===== src/rtl/seg7_pkg.sv =====
// ---------------------------------------------------------------------------
// seg7_pkg
//   Shared definitions for the seven-segment LFSR self-check path.
//   - GLYPH_TABLE : active-low glyph for each hex nibble, indexed by nibble.
//                   Bit layout is {a,b,c,d,e,f,g,dp}; 0 means the segment is lit.
//   - DP_OFF      : required state of the decimal-point bit in a legal glyph.
//   - lfsr8_next  : one step of the 8-bit display LFSR.
//   - fsm_state_t : tracking state machine states.
// ---------------------------------------------------------------------------
package seg7_pkg;

    localparam logic DP_OFF = 1'b1;

    // Element [0] is the glyph for nibble 0, element [15] for nibble F.
    localparam logic [15:0][7:0] GLYPH_TABLE = {
        8'h71, 8'h61, 8'h85, 8'h63,   // F E d C
        8'hC1, 8'h11, 8'h09, 8'h01,   // b A 9 8
        8'h1F, 8'h41, 8'h49, 8'h99,   // 7 6 5 4
        8'h0D, 8'h25, 8'h9F, 8'h03    // 3 2 1 0
    };

    typedef enum logic [1:0] {
        IDLE,
        TRACK,
        LOCKED
    } fsm_state_t;

    // Shift right, XOR feedback of taps 4,3,2,0 enters at bit 7.
    function automatic logic [7:0] lfsr8_next(input logic [7:0] v);
        return {v[4] ^ v[3] ^ v[2] ^ v[0], v[7:1]};
    endfunction

endpackage


===== src/rtl/seg7_glyph_dec.sv =====
// ---------------------------------------------------------------------------
// seg7_glyph_dec
//   Reverse-maps one active-low seven-segment glyph byte back to its hex nibble.
//   Ports:
//     glyph   in  8  glyph byte {a..g, dp}, active-low
//     nibble  out 4  decoded nibble (0 when the glyph is not legal)
//     legal   out 1  glyph is one of the 16 hex glyphs with dp unlit
// ---------------------------------------------------------------------------
module seg7_glyph_dec
    import seg7_pkg::*;
(
    input  logic [7:0] glyph,
    output logic [3:0] nibble,
    output logic       legal
);

    // Search the glyph table; the entries are distinct, so at most one hits.
    // The dp bit is checked explicitly so a lit dp can never pass as legal.
    always_comb begin
        nibble = 4'h0;
        legal  = 1'b0;
        for (int i = 0; i < 16; i++) begin
            if (glyph == GLYPH_TABLE[i]) begin
                nibble = 4'(i);
                legal  = (glyph[0] == DP_OFF);
            end
        end
    end

endmodule


===== config.mk =====
export PLATFORM = sky130hd
export DESIGN_NAME = seg7_glyph_dec
export DESIGN_NICKNAME = d
export VERILOG_FILES = /design/src/rtl/seg7_pkg.sv /design/src/rtl/seg7_glyph_dec.sv
export SDC_FILE = /design/constraint.sdc
export NUM_CORES = 1
export LEC_CHECK = 0
export BUFFER_PORTS_ARGS = -buffer_cell sky130_fd_sc_hd__buf_2
export CAP_MARGIN = 20
export CORE_AREA = 2 2 39 41
export DETAILED_ROUTE_END_ITERATION = 8
export DIE_AREA = 0 0 41 43
export GPL_TIMING_DRIVEN = 1
export PLACE_DENSITY = 0.52
export SYNTH_ARGS = -nofsm -noshare
export SYNTH_HDL_FRONTEND = slang
export SYNTH_SLANG_ARGS = --single-unit

===== constraint.sdc =====
create_clock -name vclk -period 1.5
set_input_delay 0.225 -clock vclk [all_inputs]
set_output_delay 0.225 -clock vclk [all_outputs]
set_load 0.05 [all_outputs]

==> results of run 1 <==
==> final cells by class <==
type               count  area [um2]  area share
multi-input cells     47         394       0.520
inverters              1        3.75     0.00495
well taps             16        20.0      0.0264
repair buffers        39         340       0.449
==> routing by layer <==
layer | vias up | global-route usage
met1 | 251 | 0.234
met2 | 19 | 0.297
met5 | - | 0
met4 | 0 | 0.0200
met3 | 4 | 0
li1 | 275 | -
==> how the worst min path moves through the flow <==
stage	slack [ps]	to	startpoint
after floorplan	740	nibble[3]	glyph[3]
after global placement	980	nibble[1]	glyph[4]
after detailed placement	990	nibble[1]	glyph[4]
after CTS	950	nibble[1]	glyph[4]
after global routing	970	nibble[3]	glyph[6]
final	950	nibble[3]	glyph[6]
==> cells in the final DEF, fill, tap and decap left out, drive strengths merged, types with 2 or more instances in the layout <==
| master | n |
|---|---|
| nor4b | 3 |
| nor2b | 3 |
| a31oi | 2 |
| buf | 39 |
| or3 | 2 |
| nor3 | 2 |
| nand2 | 4 |
| nor2 | 4 |
| o21ai | 3 |
| xor2 | 2 |
| a21oi | 3 |
| nand4 | 4 |
| and3 | 3 |
| o211ai | 3 |
| nor4 | 2 |
==> synth_stat cells <==
library cell | instances | share of area
nand2_1 | 4 | 0.042
nand4_1 | 4 | 0.069
nor2_1 | 4 | 0.042
a21oi_1 | 3 | 0.042
and3_1 | 3 | 0.052
buf_2 | 3 | 0.042
nor2b_1 | 3 | 0.052
a31oi_1 | 2 | 0.035
buf_6 | 2 | 0.062
nor3_1 | 2 | 0.028
nor4_1 | 2 | 0.035
nor4b_2 | 2 | 0.083
o211ai_1 | 2 | 0.042
o21ai_0 | 2 | 0.028
or3_1 | 2 | 0.035
xor2_1 | 2 | 0.049
a21o_1 | 1 | 0.021
a41oi_2 | 1 | 0.045
and4_1 | 1 | 0.024
inv_1 | 1 | 0.010
nand2b_1 | 1 | 0.017
nand3b_1 | 1 | 0.021
nor4b_1 | 1 | 0.024
o211ai_2 | 1 | 0.035
o21ai_1 | 1 | 0.014
or3b_1 | 1 | 0.024
or4b_1 | 1 | 0.028
==> power groups by stage <==
stage	registers, W	logic, W	clock network, W
4_1_cts	0	0.000169	0
2_1_floorplan	0	0.0000762	0
5_1_grt	0	0.000189	0
3_5_place_dp	0	0.000140	0
3_3_place_gp	0	0.000139	0
6_report	0	0.000178	0
==> cells by family (layout without fill, tap and decap cells) <==
logic type             Yosys count  count (layout)  share of synthesized area
AO/OA/AOI/OAI                   13              13                      0.260
XOR/XNOR                         2               2                     0.0486
buffers and inverters            6              40                      0.115
AND/OR/NAND/NOR                 32              32                      0.576
==> per-stage QoR <==
stage	std cells	setup slack, ps	utilization
finish	103	-250	0.548
global route	103	-271	0.548
CTS	102	-185	0.525
detailed placement	101	-335	0.444
global placement	101	-319	0.444
floorplan	53	-451	-
==> critical path, cell delays in order <==
cell and delay, ps:
buf_8 100, or4b_4 540, nand2_4 80, buf_6 90
a21oi_2 20, o211ai_1 210, buf_4 250
==> timing repair <==
action / in CTS / in global routing
pin swaps: 8 / 2
endpoints found under the setup margin: 5 / 5
gates resized for setup: 30 / 5
hold buffers: 0 / 0
setup buffers: 1 / 1
==> flow_summary.ini, run 1 <==
[outcome]
status = finished, violations left
violations = setup timing

[power]
seqPwrFrac = 0
ir_worst_vdd_mv = 0.125
clockPowerShare = 0
combPwrFrac = 1.000
p_sw_frac = 0.471
p_int_w = 0.0000939
fin_total_pwr_w = 0.000178
power_switching_w = 0.0000837
power_density_mw_per_mm2 = 234
p_leak_nw = 0.334

[timing]
clock.fmax_mhz = 571
slew_viol_final = 0
rsz0062_at_grt = yes
min_period_ps = 1750
hold_viol = 0
fin_hold_ws_ps = 946
tightestPinTransition_ps = 274
final.setup.tns_ps = -863
setup_ws_ps = -250
slew-limit-headroom = 0.817
fin_crit_sh = 1.17
setup_violations = 5

[drt]
highest_layer = met4
wl_met3_um = 36
wl_met2_um = 725
wl_per_cell_um = 13.5
vias = 549
drt-met1-wl_um = 602
ant_nets = 0
drtPass1Iterations = 4
drc = 0
drtIter0Drc = 4
viasPerCell = 5.33
routed_wl_mm = 1.39

[worst_setup_path]
start_kind = input pin
crit_path_end_kind = output port
cp.required_ps = 1270
cp-startpoint = glyph[7]
critPathArrivalTime_ps = 1530
crit_end = nibble[1]
crit_type = in -> out
crit_fanout = 4

[layout]
final_design_area_no_fill_um2 = 758
fillerInstances = 133
drive_above_1_share = 0.621
syn_to_final_growth_pct = 110
ff_latch_area_um2 = 0
nClkBuffers = 0
design.seq.count = 0
antennaDiodeCount = 0
nets = 97

[synthesis]
syn_inst = 53
yosys_warnings = 0
syn_area_um2 = 360
syn_nets = 61
ys_seq_area_frac = 0
synth_cell_type_count = 27
syn_avg_cell_area_um2 = 6.80

[floorplanning]
rows = 14
dieArea_mm2 = 0.00176
start_util = 0.260
core_area_mm2 = 0.00138
die_w_um = 41
die_y_um = 43
pin_count = 13

[worst_hold_path]
hp-class = in -> out
min_path_cells = 5

[placed_design]
place_area_um2 = 614
gp_congestion = 0.886
dpl.hpwl_mm = 1.02
portBuffers = 13

[global_routing]
grt-ovfl-total = 0
antenna_found_initial = 0
grt.total_usage = 0.172
grt_pass1_vias = 516
grt_max_degree = 10
grt_pass1_wl_mm = 2.21

[job]
max_cap_violations = 0
Note: power is estimated with default switching activity, not from simulation.
==> run 2: changes to the inputs <==
CORE_AREA = not set   (was 2 2 39 41)
CORE_UTILIZATION = 25   (was not set)
DIE_AREA = not set   (was 0 0 41 43)
PLACE_DENSITY = 0.49   (was 0.52)
==> flow_summary.ini, run 2 (synthesized netlist as in run 1, its figures left out) <==
[layout]
drive_above_1_share = 0.674
antennaDiodeCount = 0
syn_to_final_growth_pct = 123
nClkBuffers = 0
design.seq.count = 0
nets = 99
fillerInstances = 123
layout_commonest_cell = buf_4
layout_common_cells = 28 x buf_4, 8 x buf_6, 4 x nand4_1, 3 x nand2_1, 3 x and3_1
ff_latch_area_um2 = 0
fin_cells = 104

[drt]
drt-met1-wl_um = 664
wl_met2_um = 849
routed_wl_mm = 1.55
wl_met3_um = 35
viasPerCell = 5.30
highest_layer = met3
wl_per_cell_um = 14.9
drtPass1Iterations = 4
ant_nets = 0
vias = 551
drc = 0
drtIter0Drc = 6

[power]
ir_worst_vdd_mv = 0.121
power_density_mw_per_mm2 = 242
fin_total_pwr_w = 0.000194
p_leak_nw = 0.354

[timing]
setup_violations = 5
min_period_ps = 1720
slew_viol_final = 0
clock.fmax_mhz = 581
slew-limit-headroom = 0.813
rsz0062_at_grt = yes
fin_crit_sh = 1.15
setup_ws_ps = -221
tightestPinTransition_ps = 278
hold_viol = 0

[placed_design]
gp_congestion = 0.830
portBuffers = 13
dpl.hpwl_mm = 1.02
dpl.cell_count = 101

[worst_setup_path]
start_kind = input pin
critPathArrivalTime_ps = 1500
crit_path_end_kind = output port
crit_fanout = 5
crit_type = in -> out
cp.required_ps = 1270

[global_routing]
grt_max_degree = 9
grt_pass1_vias = 492
grt_pass1_wl_mm = 2.15
grt.total_usage = 0.195
grt-ovfl-total = 0
antenna_found_initial = 0

[floorplanning]
rows = 13
die_y_um = 40.0
core_area_mm2 = 0.00132
dieArea_mm2 = 0.00160
start_util = 0.274
die_w_um = 40.0
pin_count = 13

[outcome]
violations = setup timing
status = finished, violations left

[worst_hold_path]
hp-class = in -> out
min_path_cells = 4

[job]
max_cap_violations = 0
## run 2: cell count changes in the layout (fill, tap and decap cells not counted), moves of 2 or more
cell,change
buf_6,+2
buf_8,-2
nor2_1,-2
nor2_2,+2
nor2b_1,-2
## run 2: final cells by class
class / instances / area, um2 / share of cell area
tap: 15 / 18.8 / 0.0234
timing repair buffer: 41 / 363 / 0.452
inverter: 1 / 3.75 / 0.00467
multi-input combinational: 47 / 418 / 0.520
## run 2: through the flow
stage	TNS, ps	util	setup WS [ps]	hold WS, ps	area, um2
final	-824	0.610	-221	957	803
after global routing	-1050	0.610	-253	981	803
after CTS	-835	0.562	-204	943	741
after detailed placement	-1500	0.471	-370	976	621
after global placement	-1330	0.471	-318	964	621
after floorplan	-1310	-	-451	737	397
## run 2: worst paths after layout
check | from | to | slack (ps)
min | glyph[4] | nibble[1] | 960
max | glyph[7] | nibble[1] | -220
## run 2: worst max-delay path, cell delays in order
cell and delay [ps]:
buf_8 100, or4b_4 550, nand2_4 100, buf_6 100, a21oi_2 20, o211ai_1 160, buf_4 230
## run 2: power breakdown
group	internal, W	leakage (nW)	switching, W	total [W]
Sequential	0	0	0	0
Combinational	0.000103	0.354	0.0000911	0.000194
Clock	0	0	0	0
## run 2: what timing repair did
action | 4_1_cts | 5_1_grt
gates resized for setup | 27 | 16
buffers inserted | 3 | 0
pin swaps | 8 | 11
endpoints found under the setup margin | 5 | 5
hold buffers | 0 | 0
## run 2: layer usage
| layer | track usage | vias to the layer above |
|---|---|---|
| li1 | - | 280 |
| met1 | 0.217 | 258 |
| met2 | 0.395 | 13 |
| met3 | 0.00556 | 0 |
| met4 | 0.0431 | 0 |
| met5 | 0 | - |
==> run 3: changes to the inputs <==
MAX_ROUTING_LAYER = met4   (was not set)
PLACE_DENSITY = 0.47   (was 0.49)
clock period = 1.6 ns   (was 1.5 ns; I/O delays follow)
==> flow_summary.ini, run 3 (synthesized netlist as in run 1, its figures left out) <==
[outcome]
status = finished, violations left
violations = setup timing

[timing]
slew_viol_final = 0
tightestPinTransition_ps = 258
min_period_ps = 1730
fin_crit_sh = 1.08
setup_violations = 5
clock.fmax_mhz = 579
hold_viol = 0
slew-limit-headroom = 0.825
setup_ws_ps = -127
rsz0062_at_grt = yes

[layout]
utilization = 0.585
design.seq.count = 0
nClkBuffers = 0
antennaDiodeCount = 0
nets = 97
drive_above_1_share = 0.667
layout_common_cells = 28 x buf_4, 4 x nand4_1, 4 x buf_8, 4 x buf_6
fillerInstances = 121
syn_to_final_growth_pct = 114
ff_latch_area_um2 = 0
layout_commonest_cell = buf_4

[floorplanning]
rows = 13
pin_count = 13
die_y_um = 40.0
start_util = 0.274
die_w_um = 40.0
core_area_mm2 = 0.00132
dieArea_mm2 = 0.00160

[worst_setup_path]
crit_type = in -> out
cp.required_ps = 1360
critPathArrivalTime_ps = 1490
crit_path_end_kind = output port
crit_fanout = 7
start_kind = input pin

[drt]
drtPass1Iterations = 4
ant_nets = 0
vias = 551
drtIter0Drc = 6
wl_per_cell_um = 14.0
viasPerCell = 5.40
drc = 0
routed_wl_mm = 1.43

[placed_design]
portBuffers = 13
dpl.hpwl_mm = 1.02
dp_worst_setup_slack_ps = -259
gp_congestion = 0.845

[worst_hold_path]
hold_end = nibble[3]
min_path_cells = 4
hp-class = in -> out
hp-start = glyph[3]

[power]
ir_worst_vdd_mv = 0.120
clockPowerShare = 0
p_leak_nw = 0.339
p_int_w = 0.0000877
seqPwrFrac = 0
power_density_mw_per_mm2 = 220
power_switching_w = 0.0000816
combPwrFrac = 1.000
p_sw_frac = 0.482

[global_routing]
met1_usage = 0.257
grt.total_usage = 0.200
antenna_found_initial = 0
use_met2 = 0.339
grt-ovfl-total = 0
gr-usage-met3 = 0.0111
top_usage_layer = met2
grt_max_degree = 10
grt_pass1_wl_mm = 2.17
grt_pass1_vias = 482

[job]
max_cap_violations = 0
run 3: changes by cell type in the layout (fill, tap and decap cells not counted), sizes merged:
cell / previous run / this run
buf: 40 / 38
run 3: routing by layer:
metal,wire [um],up-vias
li1,-,278
met1,621,248
met2,742,23
met3,53,2
met4,14,0
met5,0,-
run 3: layout make-up:
class / count / area, um2 / area share
inverter: 1 / 3.75 / 0.00487
multi-input combinational: 47 / 415 / 0.539
tap: 15 / 18.8 / 0.0244
timing repair buffer: 39 / 333 / 0.432
run 3: worst max-delay path by stage:
stage	depth (start not counted)	startpoint	slack [ps]	endpoint
finish	7	glyph[6]	-130	nibble[1]
global route	7	glyph[6]	-170	nibble[1]
CTS	6	glyph[6]	-140	nibble[3]
detailed placement	7	glyph[6]	-260	legal
global placement	7	glyph[6]	-240	legal
floorplan	5	glyph[5]	-380	nibble[1]
run 3: per-stage QoR:
step                setup TNS, ps  instances  total power [W]  hold WS, ps  instance area (um2)
global route                 -632        102         0.000181         1090                  771
detailed placement          -1010        100         0.000131         1130                  613
finish                       -448        102         0.000169         1080                  771
floorplan                    -963         53        0.0000714          767                  397
global placement             -987        100         0.000131         1140                  613
CTS                          -512        102         0.000159         1070                  734
run 3: power by group through the flow:
stage / Sequential (W) / Combinational (W) / Clock (W)
5_1_grt: 0 / 0.000181 / 0
6_report: 0 / 0.000169 / 0
4_1_cts: 0 / 0.000159 / 0
2_1_floorplan: 0 / 0.0000714 / 0
3_5_place_dp: 0 / 0.000131 / 0
3_3_place_gp: 0 / 0.000131 / 0
run 3: timing repair:
item                       in CTS  in global routing
pin swaps                      11                  8
buffers inserted                2                  0
gates resized for setup        27                 13
setup endpoints to repair       5                  5
hold buffers                    0                  0
run 3: critical path: stages:
cell      delay [ps]
buf_8            110
or4b_4           540
nand2_4           80
buf_6            100
a21oi_2           30
o211ai_1         160
buf_4            220
